### config.mk
export PLATFORM = sky130hd
export DESIGN_NAME = ram_loader
export DESIGN_NICKNAME = d
export VERILOG_FILES = /design/src/rtl/cpu_pkg.sv /design/src/rtl/ram_loader.sv
export SDC_FILE = /design/constraint.sdc
export NUM_CORES = 1
export LEC_CHECK = 0
export CORE_MARGIN = 3
export CORE_UTILIZATION = 50
export CTS_BUF_LIST = sky130_fd_sc_hd__clkbuf_4
export DETAILED_ROUTE_END_ITERATION = 8
export PLACE_DENSITY = 0.9
export SLEW_MARGIN = 20
export SYNTH_ARGS = -nofsm -noshare
export SYNTH_HDL_FRONTEND = slang
export SYNTH_SLANG_ARGS = --single-unit
### constraint.sdc
create_clock -name clk -period 3.2 [get_ports clk]
set_input_delay 0.64 -clock clk [delete_from_list [all_inputs] [get_ports clk]]
set_output_delay 0.64 -clock clk [all_outputs]
set_load 0.01 [all_outputs]
### src/rtl/cpu_pkg.sv
// Shared definitions for the CPU-side bus agents.
//   state_e    : ram_loader FSM states
//   ram_ctrl_t : RAM control strobe bundle {load_address, ram_in, ram_out}
//   DATA_W     : shared bus / data width
//   ADDR_W     : RAM address width
package cpu_pkg;

  localparam int unsigned DATA_W = 8;
  localparam int unsigned ADDR_W = 4;

  typedef enum logic [2:0] {
    IDLE,
    WAIT_DATA,
    ADDR,
    WRITE,
    VERIFY,
    NEXT,
    DONE
  } state_e;

  typedef struct packed {
    logic load_address;
    logic ram_in;
    logic ram_out;
  } ram_ctrl_t;

endpackage

### src/rtl/ram_loader.sv
// ram_loader: bus initiator that programs the RAM through its control
// interface. It accepts a byte stream over valid/ready and writes the bytes
// to addresses 0..WORDS-1, holding the CPU off the shared bus while it runs.
//
// Optional feature: define RAM_LOADER_VERIFY_EN to add a read-back VERIFY
// cycle after each write; a mismatch sets the sticky error flag and aborts.
//
// Ports:
//   clk          system clock, rising edge
//   clear        asynchronous active-high reset
//   start        begin a load run (sampled only in IDLE)
//   in_data      next byte to program
//   in_valid     in_data valid
//   in_ready     loader accepts a byte this cycle
//   bus_in       bus value, used only for read-back
//   bus_out      value driven onto the bus when bus_en=1
//   bus_en       bus drive enable
//   load_address RAM: latch memory address register from the bus
//   ram_in       RAM: write bus value at current address
//   ram_out      RAM: drive contents onto the bus
//   busy         run in progress; CPU must release the bus
//   done         one-cycle pulse at run completion
//   error        sticky read-back mismatch (0 without the feature)
module ram_loader #(
  parameter int unsigned WORDS  = 16,
  parameter int unsigned ADDR_W = cpu_pkg::ADDR_W,
  parameter int unsigned DATA_W = cpu_pkg::DATA_W
) (
  input  logic              clk,
  input  logic              clear,
  input  logic              start,
  input  logic [DATA_W-1:0] in_data,
  input  logic              in_valid,
  output logic              in_ready,
  input  logic [DATA_W-1:0] bus_in,
  output logic [DATA_W-1:0] bus_out,
  output logic              bus_en,
  output logic              load_address,
  output logic              ram_in,
  output logic              ram_out,
  output logic              busy,
  output logic              done,
  output logic              error
);
  import cpu_pkg::*;

  localparam logic [ADDR_W-1:0] LAST_ADDR = ADDR_W'(WORDS - 1);

  state_e            state_q, state_d;
  logic [ADDR_W-1:0] addr_q, addr_d;
  logic [DATA_W-1:0] data_q, data_d;

  // Outputs are registered: decoded from the next state and loaded together
  // with it, so every port comes straight from a flop.
  logic              in_ready_q, in_ready_d;
  logic              busy_q, busy_d;
  logic              done_q, done_d;
  logic              bus_en_q, bus_en_d;
  logic [DATA_W-1:0] bus_out_q, bus_out_d;
  ram_ctrl_t         ctrl_q, ctrl_d;

`ifdef RAM_LOADER_VERIFY_EN
  logic error_q, error_d;
`else
  logic unused_bus_in;
  assign unused_bus_in = ^bus_in;
`endif

  // Next-state logic
  always_comb begin
    state_d = state_q;
    addr_d  = addr_q;
    data_d  = data_q;
`ifdef RAM_LOADER_VERIFY_EN
    error_d = error_q;
`endif
    case (state_q)
      IDLE: begin
        if (start) begin
          state_d = WAIT_DATA;
          addr_d  = '0;
        end
      end
      WAIT_DATA: begin
        if (in_valid && in_ready_q) begin
          data_d  = in_data;
          state_d = ADDR;
        end
      end
      ADDR: state_d = WRITE;
      WRITE: begin
`ifdef RAM_LOADER_VERIFY_EN
        state_d = VERIFY;
`else
        state_d = NEXT;
`endif
      end
      VERIFY: begin
`ifdef RAM_LOADER_VERIFY_EN
        if (bus_in != data_q) begin
          error_d = 1'b1;
          state_d = DONE;
        end else begin
          state_d = NEXT;
        end
`else
        state_d = IDLE;
`endif
      end
      NEXT: begin
        if (addr_q == LAST_ADDR) begin
          state_d = DONE;
        end else begin
          addr_d  = addr_q + 1'b1;
          state_d = WAIT_DATA;
        end
      end
      DONE:    state_d = IDLE;
      default: state_d = IDLE;
    endcase
  end

  // Output decode of the upcoming state
  always_comb begin
    in_ready_d = 1'b0;
    busy_d     = 1'b0;
    done_d     = 1'b0;
    bus_en_d   = 1'b0;
    bus_out_d  = '0;
    ctrl_d     = '0;
    case (state_d)
      WAIT_DATA: begin
        in_ready_d = 1'b1;
        busy_d     = 1'b1;
      end
      ADDR: begin
        busy_d              = 1'b1;
        bus_en_d            = 1'b1;
        bus_out_d           = DATA_W'(addr_d);
        ctrl_d.load_address = 1'b1;
      end
      WRITE: begin
        busy_d        = 1'b1;
        bus_en_d      = 1'b1;
        bus_out_d     = data_d;
        ctrl_d.ram_in = 1'b1;
      end
      VERIFY: begin
        busy_d         = 1'b1;
        ctrl_d.ram_out = 1'b1;
      end
      NEXT:    busy_d = 1'b1;
      DONE:    done_d = 1'b1;
      default: ;
    endcase
  end

  always_ff @(posedge clk or posedge clear) begin
    if (clear) begin
      state_q    <= IDLE;
      addr_q     <= '0;
      data_q     <= '0;
      in_ready_q <= 1'b0;
      busy_q     <= 1'b0;
      done_q     <= 1'b0;
      bus_en_q   <= 1'b0;
      bus_out_q  <= '0;
      ctrl_q     <= '0;
`ifdef RAM_LOADER_VERIFY_EN
      error_q    <= 1'b0;
`endif
    end else begin
      state_q    <= state_d;
      addr_q     <= addr_d;
      data_q     <= data_d;
      in_ready_q <= in_ready_d;
      busy_q     <= busy_d;
      done_q     <= done_d;
      bus_en_q   <= bus_en_d;
      bus_out_q  <= bus_out_d;
      ctrl_q     <= ctrl_d;
`ifdef RAM_LOADER_VERIFY_EN
      error_q    <= error_d;
`endif
    end
  end

  assign in_ready     = in_ready_q;
  assign busy         = busy_q;
  assign done         = done_q;
  assign bus_en       = bus_en_q;
  assign bus_out      = bus_out_q;
  assign load_address = ctrl_q.load_address;
  assign ram_in       = ctrl_q.ram_in;
  assign ram_out      = ctrl_q.ram_out;
`ifdef RAM_LOADER_VERIFY_EN
  assign error        = error_q;
`else
  assign error        = 1'b0;
`endif

endmodule

==> summary.txt, run 1 <==
Pwr
  • Pleak: 0.000709 µW
  • Clk pwr share: 17.1%
  • Cell Int Power: 804 µW
  • Power Density: 746 nW/µm²
  • VDD IR max: 461 µV
  • Switch share: 31.7%
  • P_sw: 373 µW
  • Seq pwr share: 50.1%
  • Combinational share of power: 32.8%
  • Pwr Total: 1180 µW

Clock tree
  • # Post-CTS Setup Buffers: 0
  • Post-CTS sizing: 0
  • # clock sinks: 30
  • Worst-Skew Late Latency: 0.33 ns
  • TritonCTS clock tree: built
  • Root buffer selected by CTS: clkbuf_4
  • Longest Clk Path Bufs: 2
  • TritonCTS Buffers: 5
  • Worst-path clk slew: 0.09 ns
  • H-tree Lvls: 2
  • # hold bufs at CTS: 0

Setup path
  • Max incr delay on CP: 0.50 ns
  • Top cell family by delay on the critical path: simple AND/OR/NAND/NOR gates
  • Setup crit end kind: register
  • Buf/Inv on CP: 1
  • Worst setup path endpoint: data_q[5]
  • Worst r2r src: state_q[1]
  • Worst reg2reg endpoint: data_q[5]
  • R2R depth: 3
  • Worst Setup SP: in_valid
  • Slowest CP cell: nor3_4
  • R2R setup slack: 1.47 ns
  • CP cell instances: clkdlybuf4s50_1 > nand2_1 > nor3_4 > mux2_2
  • Startpoint Class: input pin
  • Critical Path Fanout Max: 15
  • CP Data Required Time: 3.41 ns
  • CP Class: in2reg
  • WP data arrival: 2.15 ns
  • Crit. path cell count: 4

Global route
  • Antenna violations before repair: 0
  • First-pass GRT wire length: 3700 µm
  • Largest net degree at the start of global routing: 31
  • GRT overflow: 0
  • Vias in the first global route: 823
  • Global-route usage over all layers: 15.7%

Timing
  • Setup_tns: 0 ns
  • Final Cycle Share: 60.6%
  • Fin. max-slew vios: 0
  • Fmax: 516 MHz
  • Final-report hold violation count: 0
  • Rel. slew slack: 57.7%
  • RSZ-0062 raised after global routing: no
  • Final hold slack: 0.479 ns
  • Final setup violation count: 0
  • Tmin final: 1.94 ns
  • Clock skew: 0.00510 ns
  • Worst-margin pin slew: 0.632 ns

Die
  • Rows: 17
  • Chip Height: 56.5 µm
  • Core Area: 2320 µm²
  • Boundary Pins: 36
  • Die area: 3200 µm²
  • Starting Density: 55.1%
  • Die W: 56.5 µm

Synthesis
  • Post-Synth XOR/XNOR Area: 0%
  • Yosys cell types: 37
  • Synth Area in Adders: 0.979%
  • Top_reg_cell synth: dfrtp_1
  • Post-synthesis async set-or-reset flop share: 100%
  • Synthesis Warnings: 0
  • Sequential share of the synthesized area: 58.8%
  • Yosys reg bits: 30
  • Largest family of logic cells by synthesized area: simple AND/OR/NAND/NOR gates
  • Post-synthesis mux area share: 8.23%
  • Post-Synth Simple-Gate Area: 14.7%
  • Post-synthesis compound-gate area fraction: 12.4%
  • Mapped Area: 1280 µm²
  • Syn_area_per_cell: 12.9 µm²
  • EDFF count, synth: 0
  • Synth Instances: 99

Finish
  • Most frequent cells in the layout: dfrtp_1 (30), clkdlybuf4s50_1 (26), mux2_2 (8), clkbuf_4 (5)
  • Final core occ: 68.0%
  • Area Overhead vs Synth: 23.4%
  • Fill count: 177
  • Most common cell after layout, fill and taps aside: dfrtp_1
  • FF/Latch Area: 751 µm²
  • Nets: 148
  • Ant diodes: 0
  • Ratio of cells with drive above 1 in the final layout: 18.9%
  • Area of the multi-input gates: 472 µm²
  • Design Area, Final: 1580 µm²

Job
  • Max Cap Viol: 0

Detailed routing
  • Vias: 838
  • Routed WL per cell: 14.1 µm
  • Initial DRC Count: 14
  • Remaining DRCs: 0
  • Antenna violation net count after detailed routing: 0
  • Via/cell ratio: 5.41
  • Sum of routed wire length over all layers: 2190 µm
  • First drt pass iteration count: 5

Worst hold path
  • Worst Hold Class: reg2reg

Placement
  • # port buffers: 26
  • Post-DP Area: 1530 µm²
  • GP Congestion: 0.751
  • HPWL after DPL: 1590 µm

Run status
  • Status: finished, final reports clean
layer usage:
metal  vias up  GRT usage (%)  routed length, µm
li1        400              -                  -
met1       408           17.4                890
met2        22           25.7               1130
met3         8           4.83                102
met4         0           10.2                 68
met5         -              0                  0
power groups by stage:
stage / Combinational, µW / Sequential, µW / Clock [µW]
3_3_place_gp: 373 / 590 / 0
2_1_floorplan: 303 / 575 / 0
4_1_cts: 391 / 590 / 210
5_1_grt: 421 / 610 / 230
6_report: 386 / 590 / 201
3_5_place_dp: 388 / 597 / 0
how the worst min path moves through the flow:
| stage | slack (ns) | endpoint | start | cells past startpoint |
|---|---|---|---|---|
| 6_report | 0.48 | bus_out[7] | data_q[7] | 1 |
| 3_3_place_gp | 0.46 | bus_out[4] | data_q[4] | 1 |
| 4_1_cts | 0.49 | bus_out[7] | data_q[7] | 1 |
| 2_1_floorplan | 0.45 | bus_out[4] | data_q[4] | 1 |
| 3_5_place_dp | 0.47 | bus_out[7] | data_q[7] | 1 |
| 5_1_grt | 0.50 | bus_out[5] | data_q[5] | 1 |
cell type report:
class / instances / share of cell area [%]
Sequential cell: 30 / 47.6
Multi-Input combinational cell: 62 / 29.9
Timing Repair Buffer: 27 / 17.0
Clock buffer: 5 / 2.38
Tap cell: 28 / 2.22
Clock inverter: 2 / 0.635
Inverter: 1 / 0.238
flip-flops by register name, summed over array words and instances, names as in the netlist:
register and count:
addr_q 4, state_q 3, bus_out 8, load_address 1, data_q 8, busy 1
bus_en 1, in_ready 1, ram_in 1, done 1, ram_out 1
cells in the mapped netlist (2+ instances only):
library cell	number	share of area (%)
nand2b_1	2	0.98
nand3_1	4	1.6
nand3b_1	2	1.2
buf_6	3	2.6
o21ai_0	3	1.2
o21bai_1	2	1.2
nand2_1	4	1.2
and2_1	4	2.0
a21oi_1	4	1.6
a21boi_0	3	1.8
mux2_2	8	7.1
buf_2	2	0.78
a22o_1	4	2.7
nor2_1	2	0.59
dfrtp_1	30	59
worst register-to-register path, delay by kind of cell (launching register included):
kind / cells / cell delay, ns
flip-flops: 1 / 0.48
multiplexers: 1 / 0.41
AND/OR/NAND/NOR: 2 / 0.74
cells by family after synthesis:
| kind of cell | count (synthesis) |
|---|---|
| buffers and inverters | 8 |
| other | 1 |
| multiplexers | 9 |
| flip-flops | 30 |
| AND/OR/NAND/NOR | 28 |
| adder cells (fa/ha/maj) | 1 |
| AO/OA/AOI/OAI | 22 |
metrics by stage:
step | std cells | setup slack, ns
after global routing | 155 | 1.23
after CTS | 155 | 1.28
after detailed placement | 148 | 0.934
final | 155 | 1.26
after floorplan | 100 | 1.63
after global placement | 148 | 0.965
Note: power is estimated with default switching activity, not from simulation.
==> run 2, diff against run 1 <==
Settings changed: CORE_UTILIZATION 50 to 44, PLACE_DENSITY 0.9 to 0.84.
Clock period 3.2 ns to 1.73 ns, I/O delays scaled along.
==> run 2 against run 1 <==
- global-route usage fell by 0.98 points
- sequential share of layout area fell by 1.5 points
- critical path depth fell by 3
- via count rose by 2.3%
- final cell count rose by 4.5%
- worst hold slack got worse by 0.091 ns
- wire length rose by 2.3%
- combinational power rose by 100%
- critical path type is now reg2out
==> summary.txt, run 2 (synthesized netlist as in run 1, its figures left out) <==
Run status
  • Status: finished, final reports clean

Clock tree
  • Worst-Skew Late Latency: 0.32 ns
  • Longest Clk Path Bufs: 2
  • Post-CTS sizing: 0
  • H-tree Lvls: 2
  • # Post-CTS Setup Buffers: 0
  • # hold bufs at CTS: 0
  • TritonCTS clock tree: built
  • # clock sinks: 30
  • Root buffer selected by CTS: clkbuf_4
  • TritonCTS Buffers: 5
  • Worst-path clk slew: 0.09 ns

Setup path
  • Top cell family by delay on the critical path: buffers and inverters
  • Max incr delay on CP: 0.54 ns
  • Startpoint Class: register
  • CP Data Required Time: 1.38 ns
  • Setup crit end kind: output port
  • Slowest CP cell: clkdlybuf4s50_1
  • WP data arrival: 1.24 ns
  • CP Class: reg2out
  • Critical Path Fanout Max: 3
  • Buf/Inv on CP: 1
  • CP cell instances: clkdlybuf4s50_1

Global route
  • Global-route usage over all layers: 14.7%
  • Vias in the first global route: 830
  • First-pass GRT wire length: 3850 µm
  • Antenna violations before repair: 0
  • Largest net degree at the start of global routing: 31
  • GRT overflow: 0

Die
  • Die W: 59.9 µm
  • Die area: 3590 µm²
  • Boundary Pins: 36
  • Core Area: 2610 µm²
  • Rows: 18
  • Starting Density: 48.9%
  • Chip Height: 59.9 µm

Pwr
  • P_sw: 717 µW
  • Clk pwr share: 17.1%
  • Cell Int Power: 1540 µW
  • Power Density: 1390 nW/µm²
  • Pleak: 0.000731 µW
  • Seq pwr share: 48.4%
  • Combinational share of power: 34.5%
  • Switch share: 31.8%
  • VDD IR max: 908 µV

Worst hold path
  • Worst Hold Class: in2async

Timing
  • Final hold slack: 0.388 ns
  • Final-report hold violation count: 0
  • Fin. max-slew vios: 0
  • Clock skew: 0.00585 ns
  • RSZ-0062 raised after global routing: no
  • Final Cycle Share: 91.5%
  • Fmax: 632 MHz
  • Tmin final: 1.58 ns
  • Final setup violation count: 0
  • Setup_tns: 0 ns

Placement
  • # port buffers: 26
  • HPWL after DPL: 1650 µm
  • GP Congestion: 0.762

Job
  • Max Cap Viol: 0

Finish
  • Area Overhead vs Synth: 27.4%
  • Ant diodes: 0
  • Most frequent cells in the layout: dfrtp_1 (30), clkdlybuf4s50_1 (26), mux2_2 (8), clkbuf_4 (5)
  • Most common cell after layout, fill and taps aside: dfrtp_1
  • Ratio of cells with drive above 1 in the final layout: 21.2%
  • Nets: 152

Detailed routing
  • Via/cell ratio: 5.29
  • Vias: 857
  • Sum of routed wire length over all layers: 2240 µm
  • Remaining DRCs: 0
  • Antenna violation net count after detailed routing: 0
  • Initial DRC Count: 21
  • Routed WL per cell: 13.8 µm
  • First drt pass iteration count: 4
## run 2: cell count changes in the layout (fill, tap and decap cells not counted), sizes merged
cell      delta
buf          +4
clkinvlp     +1
## run 2: final timing paths
kind	slack [ns]	from	cells after the start	endpoint
max	0.15	in_ready	1	in_ready
max in group asynchronous	1.07	clear	3	addr_q[0]
min in group clk	0.48	data_q[5]	1	bus_out[5]
max reg2reg	0.17	state_q[2]	3	addr_q[1]
min	0.39	clear	3	ram_out
min reg2reg	0.48	data_q[5]	1	bus_out[5]
## run 2: worst min-delay path, delay by kind of cell
kind | cells | cell delay, ns
buf+inv | 3 | 0.78
## run 2: power groups by stage
stage	Sequential [µW]	Clock (µW)	Combinational [µW]
floorplan	1060	0	560
global placement	1080	0	754
detailed placement	1100	0	788
CTS	1090	397	791
global route	1120	436	849
finish	1090	386	779
## run 2: final cells by class
cell class	instances	area [µm²]
clock inverter	3	16.3
sequential	30	751
clock buffer	5	37.5
fill	205	985
tap	30	37.5
inverter	1	3.75
timing repair buffer	31	310
multi-input combinational	62	472
## run 2: routing by layer
metal / share of wire, % / vias to the layer above / GRT usage, %
met5: 0 / - / 0
met4: 2.3 / 0 / 6.65
met3: 4.6 / 8 / 3.89
met2: 53 / 20 / 25.2
met1: 40 / 421 / 17.1
li1: - / 408 / -
## run 2: metrics by stage
stage | power [µW] | area [µm²] | cells | worst slack (ns) | util, %
finish | 2250 | 1630 | 162 | 0.147 | 62.3
CTS | 2280 | 1630 | 162 | 0.136 | 62.3
global route | 2410 | 1630 | 162 | 0.0325 | 62.3
floorplan | 1620 | 1280 | 100 | 0.228 | -
detailed placement | 1890 | 1570 | 154 | -0.0419 | 60.2
global placement | 1840 | 1570 | 154 | -0.0242 | 60.2
==> run 3, diff against run 2 <==
Settings changed: CORE_UTILIZATION 44 to 35, PLACE_DENSITY 0.84 to default.
==> run 3 against run 2 <==
- cell area increased by 0.92%
- clock-buffer cell count unchanged
- combinational power decreased by 2%
- power decreased by 0.63%
- critical endpoint unchanged
- largest cell class unchanged
==> summary.txt, run 3 (synthesized netlist as in run 1, its figures left out) <==
Detailed routing
  • Via/cell ratio: 4.75
  • Vias: 841
  • First drt pass iteration count: 4
  • DR top layer: met4
  • WL met2: 1120 µm
  • Routed WL per cell: 12.5 µm
  • Sum of routed wire length over all layers: 2200 µm
  • Met3 Routed Length: 84 µm
  • Remaining DRCs: 0
  • Met1 wire length: 947 µm
  • Initial DRC Count: 25
  • Antenna violation net count after detailed routing: 0

Timing
  • Fin. max-slew vios: 0
  • Tmin final: 1.59 ns
  • Final setup violation count: 0
  • Fmax: 631 MHz
  • Setup_tns: 0 ns
  • Final Cycle Share: 91.7%
  • Final-report hold violation count: 0
  • RSZ-0062 raised after global routing: no
  • Clock skew: 0.00811 ns
  • Final hold slack: 0.382 ns

Setup path
  • WP data arrival: 1.24 ns
  • CP Data Required Time: 1.38 ns
  • Buf/Inv on CP: 1
  • Slowest CP cell: clkdlybuf4s50_1
  • Worst reg2reg endpoint: state_q[1]
  • Max incr delay on CP: 0.54 ns
  • Worst r2r src: addr_q[1]
  • Top cell family by delay on the critical path: buffers and inverters
  • CP Class: reg2out
  • R2R setup slack: 0.19 ns
  • CP cell instances: clkdlybuf4s50_1
  • R2R depth: 4
  • Setup crit end kind: output port
  • Startpoint Class: register
  • Critical Path Fanout Max: 3

Clock tree
  • TritonCTS clock tree: built
  • Worst-Skew Late Latency: 0.32 ns
  • H-tree Lvls: 2
  • Root buffer selected by CTS: clkbuf_4
  • # hold bufs at CTS: 0
  • Longest Clk Path Bufs: 2
  • # clock sinks: 30
  • TritonCTS Buffers: 5
  • # Post-CTS Setup Buffers: 0
  • Worst-path clk slew: 0.10 ns

Die
  • Boundary Pins: 36
  • Die area: 4410 µm²
  • Core Area: 3420 µm²
  • Die W: 66.4 µm
  • Rows: 21
  • Starting Density: 37.4%
  • Chip Height: 66.4 µm

Pwr
  • Power Density: 1360 nW/µm²
  • Pwr Total: 2240 µW
  • P_sw: 710 µW
  • Clk pwr share: 17.5%
  • Combinational share of power: 34.2%
  • Pleak: 0.000725 µW
  • Seq pwr share: 48.3%
  • Switch share: 31.7%
  • Cell Int Power: 1530 µW
  • VDD IR max: 604 µV

Global route
  • Largest net degree at the start of global routing: 31
  • GRT overflow: 0
  • Antenna violations before repair: 0
  • Vias in the first global route: 799
  • First-pass GRT wire length: 3700 µm
  • Global-route usage over all layers: 11.7%

Finish
  • Ant diodes: 0
  • Area Overhead vs Synth: 28.6%
  • Nets: 151
  • Ratio of cells with drive above 1 in the final layout: 21.4%
  • Most frequent cells in the layout: dfrtp_1 (30), clkdlybuf4s50_1 (26), mux2_2 (8), clkbuf_4 (5)
  • Most common cell after layout, fill and taps aside: dfrtp_1
  • Final Non-Filler Cells: 177
  • Design Area, Final: 1640 µm²

Placement
  • Post-DP Area: 1590 µm²
  • Placed insts: 169
  • # port buffers: 26
  • HPWL after DPL: 1590 µm
  • GP Congestion: 0.782

Worst hold path
  • Worst Hold Class: in2async

Job
  • Max Cap Viol: 0

Run status
  • Status: finished, final reports clean
-- run 3: cell count changes in the layout (fill, tap and decap cells not counted), sizes merged --
cell,before,now
buf,5,4
-- run 3: through the flow --
stage | setup WS [ns] | utilization [%]
after floorplan | 0.228 | -
after global placement | -0.0313 | 46.4
after detailed placement | -0.0400 | 46.4
after CTS | 0.122 | 48.0
after global routing | 0.0734 | 48.1
final | 0.144 | 48.1
-- run 3: power groups by stage --
stage	clock network [µW]	logic [µW]	registers [µW]
floorplan	0	560	1060
CTS	407	779	1090
global placement	0	757	1090
global route	442	834	1120
finish	393	766	1080
detailed placement	0	777	1100
-- run 3: timing repair --
item	4_1_cts	5_1_grt
endpoints found under the hold margin	0	0
gates resized for setup	0	1
setup endpoints to repair	0	3
-- run 3: worst max path at each step --
stage               slack, ns  startpoint   endpoint  cells past startpoint
floorplan                0.23  state_q[1]  data_q[4]                      5
global placement        -0.03       start  addr_q[1]                      4
detailed placement      -0.04       start  addr_q[1]                      4
CTS                      0.12    in_ready   in_ready                      1
global route             0.07    in_ready   in_ready                      1
finish                   0.14    in_ready   in_ready                      1
-- run 3: cell type report --
cell class                      instances  area, µm²
Tap cell                               46       57.6
Multi-Input combinational cell         62        474
Fill cell                             328       1770
Timing Repair Buffer                   30        303
Clock buffer                            5       37.5
Inverter                                1       3.75
Sequential cell                        30        751
Clock inverter                          3       16.3
-- run 3: layer usage --
layer / GRT usage (%) / up-vias
met1: 13.7 / 414
met5: 0 / -
met2: 18.3 / 16
met4: 6.09 / 0
li1: - / 407
met3: 4.59 / 4
